===== src/rtl/binconv_datapath_if.sv =====
// -----------------------------------------------------------------------------
// binconv_datapath_if
//
// Memory-side bus of the binary-convolution datapath. It groups the input
// memory read port (activation and weight words at one shared address) and
// the output memory write port.
//
// Parameters:
//   N     - activation/weight word width in bits
//   DEPTH - entries in the input and output memories (power of two)
//   AW    - address width
//   OW    - result word width
//
// Signals:
//   rd_addr   - input-memory read address (datapath -> memory)
//   rd_en     - input-memory read strobe (datapath -> memory)
//   act_rdata - activation word, combinational read (memory -> datapath)
//   wgt_rdata - weight word, combinational read (memory -> datapath)
//   wr_addr   - output-memory write address (datapath -> memory)
//   wr_en     - output-memory write strobe (datapath -> memory)
//   wr_data   - result word to store (datapath -> memory)
//
// Modports:
//   master - the datapath side
//   slave  - the memory side
// -----------------------------------------------------------------------------
interface binconv_datapath_if #(
  parameter int N     = 16,
  parameter int DEPTH = 256,
  parameter int AW    = $clog2(DEPTH),
  parameter int OW    = $clog2(N) + 2
);

  logic [AW-1:0] rd_addr;
  logic          rd_en;
  logic [N-1:0]  act_rdata;
  logic [N-1:0]  wgt_rdata;
  logic [AW-1:0] wr_addr;
  logic          wr_en;
  logic [OW-1:0] wr_data;

  modport master (
    output rd_addr,
    output rd_en,
    input  act_rdata,
    input  wgt_rdata,
    output wr_addr,
    output wr_en,
    output wr_data
  );

  modport slave (
    input  rd_addr,
    input  rd_en,
    output act_rdata,
    output wgt_rdata,
    input  wr_addr,
    input  wr_en,
    input  wr_data
  );

endinterface


===== src/rtl/binconv_datapath.sv =====
// -----------------------------------------------------------------------------
// binconv_datapath
//
// Datapath slave of the binary-convolution controller. Every cycle it decodes
// the controller state and performs exactly one step of a frame:
//   READMEM  -> capture activation/weight words
//   XNORS    -> bitwise XNOR of the captured pair
//   COUNT1S  -> popcount of the XNOR word
//   OUTPUTS  -> form the result word
//   WRITEMEM -> strobe the output write, then advance the write pointer
//   DONE     -> flag completion, then advance the read pointer
//   WAIT     -> hold everything
//   SYSRESET -> clear every register, same effect as reset_b low
// Steps that arrive out of order simply operate on whatever the registers
// currently hold.
//
// Build option:
//   BINCONV_SIGNED_OUT_EN defined   : result = 2*popcount - N (two's
//                                     complement, the +/-1 dot product);
//                                     thresh is ignored.
//   BINCONV_SIGNED_OUT_EN undefined : result = (popcount >= thresh), LSB only.
//
// Ports:
//   clk      in   - clock, rising edge
//   reset_b  in   - synchronous active-low reset
//   cState   in 3 - controller state code
//   thresh   in   - popcount threshold, sampled in OUTPUTS
//   mem      if   - memory bus (binconv_datapath_if.master)
//   done     out  - high while cState is DONE (combinational)
//   popcount out  - registered popcount, for debug/scoreboarding
// -----------------------------------------------------------------------------
module binconv_datapath #(
  parameter int N     = 16,
  parameter int DEPTH = 256,
  parameter int AW    = $clog2(DEPTH),
  parameter int CW    = $clog2(N + 1),
  parameter int OW    = $clog2(N) + 2
) (
  input  logic                      clk,
  input  logic                      reset_b,
  input  logic [2:0]                cState,
  input  logic [CW-1:0]             thresh,
  binconv_datapath_if.master        mem,
  output logic                      done,
  output logic [CW-1:0]             popcount
);

  // Controller state encoding (Gray-ordered around the frame loop).
  localparam logic [2:0] ST_WAIT     = 3'b000;
  localparam logic [2:0] ST_READMEM  = 3'b001;
  localparam logic [2:0] ST_XNORS    = 3'b011;
  localparam logic [2:0] ST_COUNT1S  = 3'b010;
  localparam logic [2:0] ST_OUTPUTS  = 3'b110;
  localparam logic [2:0] ST_WRITEMEM = 3'b111;
  localparam logic [2:0] ST_DONE     = 3'b101;
  localparam logic [2:0] ST_SYSRESET = 3'b100;

  // Extended width for the bipolar result so 2*popcount and the subtraction
  // of N never overflow before the final truncation to OW bits.
  localparam int EW = OW + 2;

  // ---------------------------------------------------------------------------
  // Arithmetic helpers
  // ---------------------------------------------------------------------------

  // Number of set bits in a word; CW bits always hold 0..N.
  function automatic logic [CW-1:0] count_ones(input logic [N-1:0] v);
    logic [CW-1:0] c;
    c = '0;
    for (int i = 0; i < N; i++) begin
      c = c + CW'(v[i]);
    end
    return c;
  endfunction

  // Pointer advance; DEPTH is a power of two so the natural AW-bit wrap
  // takes DEPTH-1 back to 0.
  function automatic logic [AW-1:0] ptr_inc(input logic [AW-1:0] p);
    return p + AW'(1);
  endfunction

`ifdef BINCONV_SIGNED_OUT_EN
  // Each matching bit contributes +1 and each mismatching bit -1, so the dot
  // product is matches - (N - matches) = 2*popcount - N, range -N..+N.
  function automatic logic signed [OW-1:0] bipolar_dot(input logic [CW-1:0] pc);
    logic signed [EW-1:0] twice;
    logic signed [EW-1:0] res;
    twice = $signed(EW'({pc, 1'b0}));
    res   = twice - $signed(EW'(N));
    return res[OW-1:0];
  endfunction
`else
  // Binary activation: a single 1 in the LSB when the match count reaches
  // the threshold.
  function automatic logic signed [OW-1:0] threshold_bit(input logic [CW-1:0] pc,
                                                         input logic [CW-1:0] th);
    return {{(OW-1){1'b0}}, (pc >= th)};
  endfunction
`endif

  // ---------------------------------------------------------------------------
  // Registers
  // ---------------------------------------------------------------------------
  logic [AW-1:0]        rd_ptr;
  logic [AW-1:0]        wr_ptr;
  logic [N-1:0]         act_p0;
  logic [N-1:0]         wgt_p0;
  logic [N-1:0]         xnor_p1;
  logic [CW-1:0]        pop_p2;
  logic signed [OW-1:0] res_p3;
  logic signed [OW-1:0] res_next;

`ifdef BINCONV_SIGNED_OUT_EN
  assign res_next = bipolar_dot(pop_p2);
  // The threshold has no role in the signed result.
  logic unused_thresh;
  assign unused_thresh = ^thresh;
`else
  assign res_next = threshold_bit(pop_p2, thresh);
`endif

  always_ff @(posedge clk) begin
    // SYSRESET behaves exactly like the external reset so the controller can
    // restart a frame sequence without toggling reset_b.
    if (!reset_b || cState == ST_SYSRESET) begin
      rd_ptr  <= '0;
      wr_ptr  <= '0;
      act_p0  <= '0;
      wgt_p0  <= '0;
      xnor_p1 <= '0;
      pop_p2  <= '0;
      res_p3  <= '0;
    end else begin
      unique case (cState)
        // Stage p0: operand capture from combinational-read memory
        ST_READMEM: begin
          act_p0 <= mem.act_rdata;
          wgt_p0 <= mem.wgt_rdata;
        end
        // Stage p1: bitwise agreement of activation and weight
        ST_XNORS: begin
          xnor_p1 <= ~(act_p0 ^ wgt_p0);
        end
        // Stage p2: match count
        ST_COUNT1S: begin
          pop_p2 <= count_ones(xnor_p1);
        end
        // Stage p3: result word, held through WRITEMEM
        ST_OUTPUTS: begin
          res_p3 <= res_next;
        end
        ST_WRITEMEM: begin
          wr_ptr <= ptr_inc(wr_ptr);
        end
        ST_DONE: begin
          rd_ptr <= ptr_inc(rd_ptr);
        end
        default: begin
          // WAIT holds every register.
        end
      endcase
    end
  end

  // ---------------------------------------------------------------------------
  // Outputs: strobes decode cState directly, everything else is registered
  // ---------------------------------------------------------------------------
  assign mem.rd_en   = (cState == ST_READMEM);
  assign mem.wr_en   = (cState == ST_WRITEMEM);
  assign done        = (cState == ST_DONE);

  assign mem.rd_addr = rd_ptr;
  assign mem.wr_addr = wr_ptr;
  assign mem.wr_data = res_p3;
  assign popcount    = pop_p2;

endmodule


===== src/flat_wrapper.sv =====
// flat-port wrapper written by rule: the top's interface ports become plain ports
module binconv_datapath_flat 
#(
  parameter int N     = 16,
  parameter int DEPTH = 256,
  parameter int AW    = $clog2(DEPTH),
  parameter int CW    = $clog2(N + 1),
  parameter int OW    = $clog2(N) + 2
)
  (clk, reset_b, cState, thresh, done, popcount, mem_rd_addr, mem_rd_en, mem_act_rdata, mem_wgt_rdata, mem_wr_addr, mem_wr_en, mem_wr_data);
  binconv_datapath_if #(.N(N), .DEPTH(DEPTH), .AW(AW), .OW(OW)) mem_i ();
  input  logic clk;
  input  logic reset_b;
  input  logic [2:0] cState;
  input  logic [CW-1:0] thresh;
  output logic done;
  output logic [CW-1:0] popcount;
  output wire logic [$bits(mem_i.rd_addr)-1:0] mem_rd_addr;
  output wire logic [$bits(mem_i.rd_en)-1:0] mem_rd_en;
  input wire logic [$bits(mem_i.act_rdata)-1:0] mem_act_rdata;
  input wire logic [$bits(mem_i.wgt_rdata)-1:0] mem_wgt_rdata;
  output wire logic [$bits(mem_i.wr_addr)-1:0] mem_wr_addr;
  output wire logic [$bits(mem_i.wr_en)-1:0] mem_wr_en;
  output wire logic [$bits(mem_i.wr_data)-1:0] mem_wr_data;
  assign mem_rd_addr = mem_i.rd_addr;
  assign mem_rd_en = mem_i.rd_en;
  assign mem_i.act_rdata = mem_act_rdata;
  assign mem_i.wgt_rdata = mem_wgt_rdata;
  assign mem_wr_addr = mem_i.wr_addr;
  assign mem_wr_en = mem_i.wr_en;
  assign mem_wr_data = mem_i.wr_data;
  binconv_datapath #(.N(N), .DEPTH(DEPTH), .AW(AW), .CW(CW), .OW(OW)) u_core (.clk(clk), .reset_b(reset_b), .cState(cState), .thresh(thresh), .mem(mem_i), .done(done), .popcount(popcount));
endmodule

===== config.mk =====
export PLATFORM = sky130hd
export DESIGN_NAME = binconv_datapath_flat
export DESIGN_NICKNAME = d
export VERILOG_FILES = /design/src/rtl/binconv_datapath_if.sv /design/src/rtl/binconv_datapath.sv /design/src/flat_wrapper.sv
export SDC_FILE = /design/constraint.sdc
export NUM_CORES = 1
export LEC_CHECK = 0
export BUFFER_PORTS_ARGS = -buffer_cell sky130_fd_sc_hd__buf_2
export CAP_MARGIN = 20
export CORE_MARGIN = 5
export CORE_UTILIZATION = 35
export DETAILED_ROUTE_END_ITERATION = 12
export PLACE_DENSITY = 0.63
export SLEW_MARGIN = 20
export SYNTH_ARGS = -nofsm -noshare
export SYNTH_HDL_FRONTEND = slang
export SYNTH_SLANG_ARGS = --single-unit

===== constraint.sdc =====
create_clock -name clk -period 3.81 [get_ports clk]
set_clock_uncertainty 0.1 [all_clocks]
set_input_delay 1.143 -clock clk [delete_from_list [all_inputs] [get_ports clk]]
set_output_delay 1.143 -clock clk [all_outputs]
set_load 0.005 [all_outputs]

==> results.json, run 1 <==
{
  "period_share_pct": 102,
  "synth_area_leaders": "dfxtp_1, nand2_1, a21oi_1, xor2_1, fa_1",
  "setup_violations": 2,
  "ys.flop_type": "dfxtp_1",
  "antenna_found_initial": 0,
  "grt_util_all_layers_pct": 11.8,
  "yosysSeqAreaShare_pct": 41.7,
  "first_pass_iters": 4,
  "path_cells": "ha_4 > inv_2 > fa_1 > inv_2 > fa_1 > fa_1 > inv_1 > fa_1 > inv_1 > fa_2 > inv_2 > fa_2 > a211oi_2",
  "gp_congestion": 0.727,
  "vias": 2645,
  "critPathTopFamily": "adder cells",
  "clockBufferDepth": 2,
  "ir_worst_vdd_v": 0.000233,
  "total_power_uw": 1560,
  "min_period_ns": 3.90,
  "worst_slack_ns": -0.0882,
  "maxSlewHeadroom_pct": 62.6,
  "layout.nets": 517,
  "insertion_delay_ns": 0.34,
  "cpPeakStageDelay_ns": 0.49,
  "fillers": 981,
  "endpoint_kind": "flip-flop",
  "max-cap-violations": 0,
  "grt_max_degree": 39,
  "ant_nets": 0,
  "cts_root_buffer": "clkbuf_8",
  "core_um2": 9280,
  "hp-start": "u_core.act_p0[9]",
  "placed_cell_area_um2": 3750,
  "grt_pass1_wl_um": 11000,
  "rows": 35,
  "synth_most_common_cell": "dfxtp_1",
  "synth_async_sr_flop_share_pct": 0,
  "yosys-top-cells-count": "dfxtp_1, nand2_1, nor2_1",
  "grt-ovfl-total": 0,
  "design_area_um2": 3990,
  "cts_sinks": 70,
  "hold_viol_final": 0,
  "start_kind": "flip-flop",
  "p_leak_uw": 0.00177,
  "synthDistinctLibCells": 43,
  "io_pins": 72,
  "path_buf_inv": 5,
  "routed_wl_um": 6560,
  "syn_area_per_cell_um2": 8.58,
  "area_growth_pct": 18.7,
  "crit_required_ns": 3.97,
  "rsz0062_at_grt": "true",
  "hold_path_class": "reg -> reg",
  "synth_edf_count": 0,
  "drc": 0,
  "critPathKind": "reg -> reg",
  "tightest_slew_ns": 0.558,
  "switchingPower_uw": 415,
  "utilization_pct": 43.0,
  "fmax_ghz": 0.257,
  "slew_violations": 0,
  "die_h_um": 108,
  "startpoint": "u_core.xnor_p1[0]",
  "cts_setup_buffers": 0,
  "r2r-start": "u_core.xnor_p1[0]",
  "drive_above_1_share_pct": 26.4,
  "grt_pass1_vias": 2470,
  "yosysTopAreaCellShare_pct": 41.7,
  "drt-initial-drc-count": 100,
  "p_sw_share_pct": 26.6,
  "clockPowerShare_pct": 38.9,
  "routedWlPerCell_um": 11.2,
  "vias_per_cell": 4.51,
  "crit_fanout": 2,
  "start_util_pct": 36.2,
  "cp_data_arrival_time_ns": 4.06,
  "p_int_uw": 1140,
  "dp_hpwl_um": 4970,
  "die_area_um2": 11700,
  "syn_area_um2": 3360,
  "r2r_setup_slack_ns": -0.09,
  "seqPwrFrac_pct": 49.2,
  "cts.clk_slew.worst_paths_ns": 0.08,
  "yosys_warnings": 0,
  "tritoncts": "yes",
  "status": "finished, violations left",
  "cp_slowest_cell": "fa_1",
  "ys_ff_latch": 70,
  "combPwrFrac_pct": 11.9,
  "path_common_cell": "fa_1",
  "violations": "setup timing",
  "power_density_nw_per_um2": 390,
  "syn_inst": 392,
  "htree_levels": 3,
  "cts_buffers": 9,
  "port_buffers": 66,
  "synth_top_cell_by_area": "dfxtp_1",
  "dieWidth_um": 108,
  "antenna_cells": 0,
  "hold_buffers": 0
}
[power groups by stage]
stage	logic (uW)	clock network (uW)	registers (uW)
finish	185	606	768
global route	218	668	770
CTS	186	631	767
detailed placement	181	0	785
global placement	174	0	783
floorplan	133	0	782
[area by class of cell]
type	instances	area, um2	area share [%]
Clock inverter	7	80.1	2.01
Tap cell	129	161	4.04
Inverter	25	98.8	2.48
Multi-Input combinational cell	276	1760	44.0
Clock buffer	9	124	3.10
Sequential cell	70	1400	35.2
Timing Repair Buffer	71	368	9.22
[worst register-to-register path: stages, from the launching register on]
cell and delay, ns:
dfxtp_2 0.34, ha_4 0.25, inv_2 0.03, fa_1 0.49, inv_2 0.04, fa_1 0.46
fa_1 0.49, inv_1 0.05, fa_1 0.47, inv_1 0.05, fa_2 0.34, inv_2 0.07
fa_2 0.43, a211oi_2 0.21
[flip-flops by register name, indices dropped and copies added, names as in the netlist]
register / flops
u_core.xnor_p1: 16
u_core.mem.wr_data: 1
u_core.mem.rd_addr: 8
u_core.mem.wr_addr: 8
u_core.act_p0: 16
u_core.wgt_p0: 16
u_core.popcount: 5
[cells in the final DEF, fill, tap and decap left out, drive strengths merged, types with 3 or more instances in the layout]
| master | synthesis | final |
|---|---|---|
| nand2 | 75 | 75 |
| clkbuf | 8 | 9 |
| conb | 1 | 5 |
| nor2 | 48 | 48 |
| mux2i | 3 | 3 |
| xor2 | 23 | 23 |
| inv | 24 | 27 |
| fa | 10 | 10 |
| buf | 17 | 71 |
| ha | 12 | 12 |
| nand4 | 6 | 6 |
| xnor2 | 4 | 4 |
| o21ai | 4 | 4 |
| nand2b | 4 | 4 |
| or3 | 3 | 3 |
| dfxtp | 70 | 70 |
| a21oi | 55 | 55 |
[cell families after synthesis]
kind of cell	Yosys count	share of synthesized area (%)
buffers and inverters	50	7.67
AND/OR/NAND/NOR	153	20.6
adder cells (fa/ha/maj)	22	10.4
AO/OA/AOI/OAI	65	11.2
multiplexers	4	1.23
other	1	0.112
flip-flops	70	41.7
XOR/XNOR	27	7.03
[timing repair]
action	4_1_cts	5_1_grt
pin swaps	2	7
endpoints found under the hold margin	0	0
resized for setup	4	6
endpoints found under the setup margin	3	3
[final timing paths]
check / end / cells past startpoint
setup / recovery: u_core.popcount[1] / 13
hold / removal: u_core.act_p0[9] / 2
setup reg to reg: u_core.popcount[1] / 13
hold reg to reg: u_core.act_p0[9] / 2
[metrics by stage]
stage	hold WS (ns)	std cells	setup WS [ns]	setup TNS, ns
final	0.367	587	-0.0882	-0.100
after global routing	0.392	587	-0.240	-0.587
after CTS	0.370	587	-0.101	-0.289
after detailed placement	0.359	571	-0.156	-0.290
after global placement	0.354	571	-0.0591	-0.0628
after floorplan	0.348	396	0.00347	0
[per-layer routing]
layer | track usage (%) | share of wire [%] | vias up
li1 | - | - | 1374
met1 | 14.7 | 46 | 1201
met2 | 18.9 | 47 | 61
met3 | 3.64 | 5.5 | 9
met4 | 5.05 | 1.6 | 0
met5 | 0 | 0 | -
Note: power is estimated with default switching activity, not from simulation.
==> inputs of run 2 (changes only) <==
--- a/config.mk
+++ b/config.mk
@@ -10,7 +10,9 @@
 export CORE_MARGIN = 5
 export CORE_UTILIZATION = 35
 export DETAILED_ROUTE_END_ITERATION = 12
+export MAX_ROUTING_LAYER = met4
 export PLACE_DENSITY = 0.63
+export SKIP_LAST_GASP = 1
 export SLEW_MARGIN = 20
 export SYNTH_ARGS = -nofsm -noshare
 export SYNTH_HDL_FRONTEND = slang
==> run 2 against run 1 <==
The run still ends with setup timing left. Setup slack about the same. Sequential share of layout area unchanged. Count of clock-buffer cells in the layout unchanged. Sequential cell count unchanged. Clock power about the same. Register-to-register slack about the same. Global-route usage increased by 0.32 points. Critical path depth unchanged. Critical endpoint unchanged. Highest routed layer unchanged.
==> results.json, run 2 (synthesized netlist as in run 1, its figures left out) <==
{
  "gp_congestion": 0.736,
  "cts_root_buffer": "clkbuf_8",
  "drc": 0,
  "p_leak_uw": 0.00177,
  "tritoncts": "yes",
  "cts_buffers": 9,
  "cts_sinks": 70,
  "grt_pass1_vias": 2467,
  "rows": 35,
  "cts.clk_slew.worst_paths_ns": 0.08,
  "vias_per_cell": 4.51,
  "status": "finished, violations left",
  "ant_nets": 0,
  "crit_required_ns": 3.98,
  "tightest_slew_ns": 0.558,
  "antenna_cells": 0,
  "insertion_delay_ns": 0.34,
  "drt-initial-drc-count": 101,
  "io_pins": 72,
  "endpoint_kind": "flip-flop",
  "worst_slack_ns": -0.0885,
  "final_cell_mix": "dfxtp_1, nand2_1, buf_2",
  "dp_hpwl_um": 4970,
  "routed_wl_um": 6590,
  "grt-ovfl-total": 0,
  "layout.nets": 517,
  "max-cap-violations": 0,
  "fmax_ghz": 0.257,
  "first_pass_iters": 4,
  "dieWidth_um": 108,
  "drive_above_1_share_pct": 26.4,
  "pre_cts_ws_ns": -0.156,
  "final_common_cell": "dfxtp_1",
  "tns_ns": -0.100,
  "ir_worst_vdd_v": 0.000233,
  "setup_violations": 2,
  "htree_levels": 3,
  "period_share_pct": 102,
  "power_density_nw_per_um2": 391,
  "grt_util_all_layers_pct": 12.1,
  "largestRegisters": "u_core.act_p0 x16, u_core.wgt_p0 x16, u_core.xnor_p1 x16",
  "hold_path_class": "reg -> reg",
  "slew_violations": 0,
  "cp_data_arrival_time_ns": 4.06,
  "core_um2": 9280,
  "violations": "setup timing",
  "start_util_pct": 36.2,
  "start_kind": "flip-flop",
  "cts_setup_buffers": 0,
  "area_growth_pct": 18.7,
  "crit_fanout": 2,
  "die_h_um": 108,
  "die_area_um2": 11700,
  "routedWlPerCell_um": 11.2,
  "port_buffers": 66,
  "fin_hold_ws_ns": 0.367,
  "grt_pass1_wl_um": 11000,
  "hold_viol_final": 0,
  "maxSlewHeadroom_pct": 62.6,
  "rsz0062_at_grt": "true",
  "antenna_found_initial": 0,
  "grt_max_degree": 39,
  "total_power_uw": 1560,
  "min_period_ns": 3.90,
  "vias": 2645,
  "critPathKind": "reg -> reg",
  "clockBufferDepth": 2
}
run 2: routing by layer:
metal  wire length (um)  vias up  GRT usage [%]  share of wire (%)
met2               3090       61           18.9                 47
met5                  0        -              -                  0
met1               3100     1204           14.9                 47
met4                 75        0           4.51                1.1
li1                   -     1372              -                  -
met3                329        8           3.46                5.0
run 2: power breakdown:
group	leakage [uW]	internal [uW]	switching, uW
Clock	0.0000968	310	297
Combinational	0.00111	81.2	104
Sequential	0.000569	752	15.1
Total	0.00177	1140	416
run 2: metrics by stage:
| step | std cells | utilization, % | area [um2] |
|---|---|---|---|
| 5_1_grt | 587 | 43.0 | 3990 |
| 3_3_place_gp | 571 | 40.4 | 3750 |
| 4_1_cts | 587 | 42.7 | 3970 |
| 6_report | 587 | 43.0 | 3990 |
| 3_5_place_dp | 571 | 40.4 | 3750 |
| 2_1_floorplan | 396 | - | 3380 |
run 2: path summary, 6_finish.rpt:
| path | startpoint | depth (start not counted) | slack (ns) | endpoint |
|---|---|---|---|---|
| worst max-delay path | u_core.xnor_p1[0] | 13 | -0.09 | u_core.popcount[1] |
| worst max register to register | u_core.xnor_p1[0] | 13 | -0.09 | u_core.popcount[1] |
| worst min-delay path | u_core.act_p0[9] | 2 | 0.37 | u_core.act_p0[9] |
| worst min register to register | u_core.act_p0[9] | 2 | 0.37 | u_core.act_p0[9] |
run 2: repair_timing:
| item | in CTS | in global routing |
|---|---|---|
| hold buffers | 0 | 0 |
| endpoints found under the setup margin | 3 | 3 |
| gates resized for setup | 3 | 7 |
| pin swaps | 2 | 7 |
run 2: area by class of cell:
type | count | area, um2
Tap cell | 129 | 161
Clock inverter | 7 | 80.1
Timing Repair Buffer | 71 | 368
Sequential cell | 70 | 1400
Multi-Input combinational cell | 276 | 1760
Fill cell | 981 | 5290
Clock buffer | 9 | 124
Inverter | 25 | 98.8
run 2: critical path: stages, from the launching register on:
cell,delay (ns)
dfxtp_2,0.34
ha_4,0.25
inv_2,0.03
fa_1,0.49
inv_2,0.04
fa_1,0.46
fa_1,0.49
inv_1,0.05
fa_1,0.47
inv_1,0.05
fa_2,0.34
inv_2,0.07
fa_2,0.43
a211oi_2,0.21
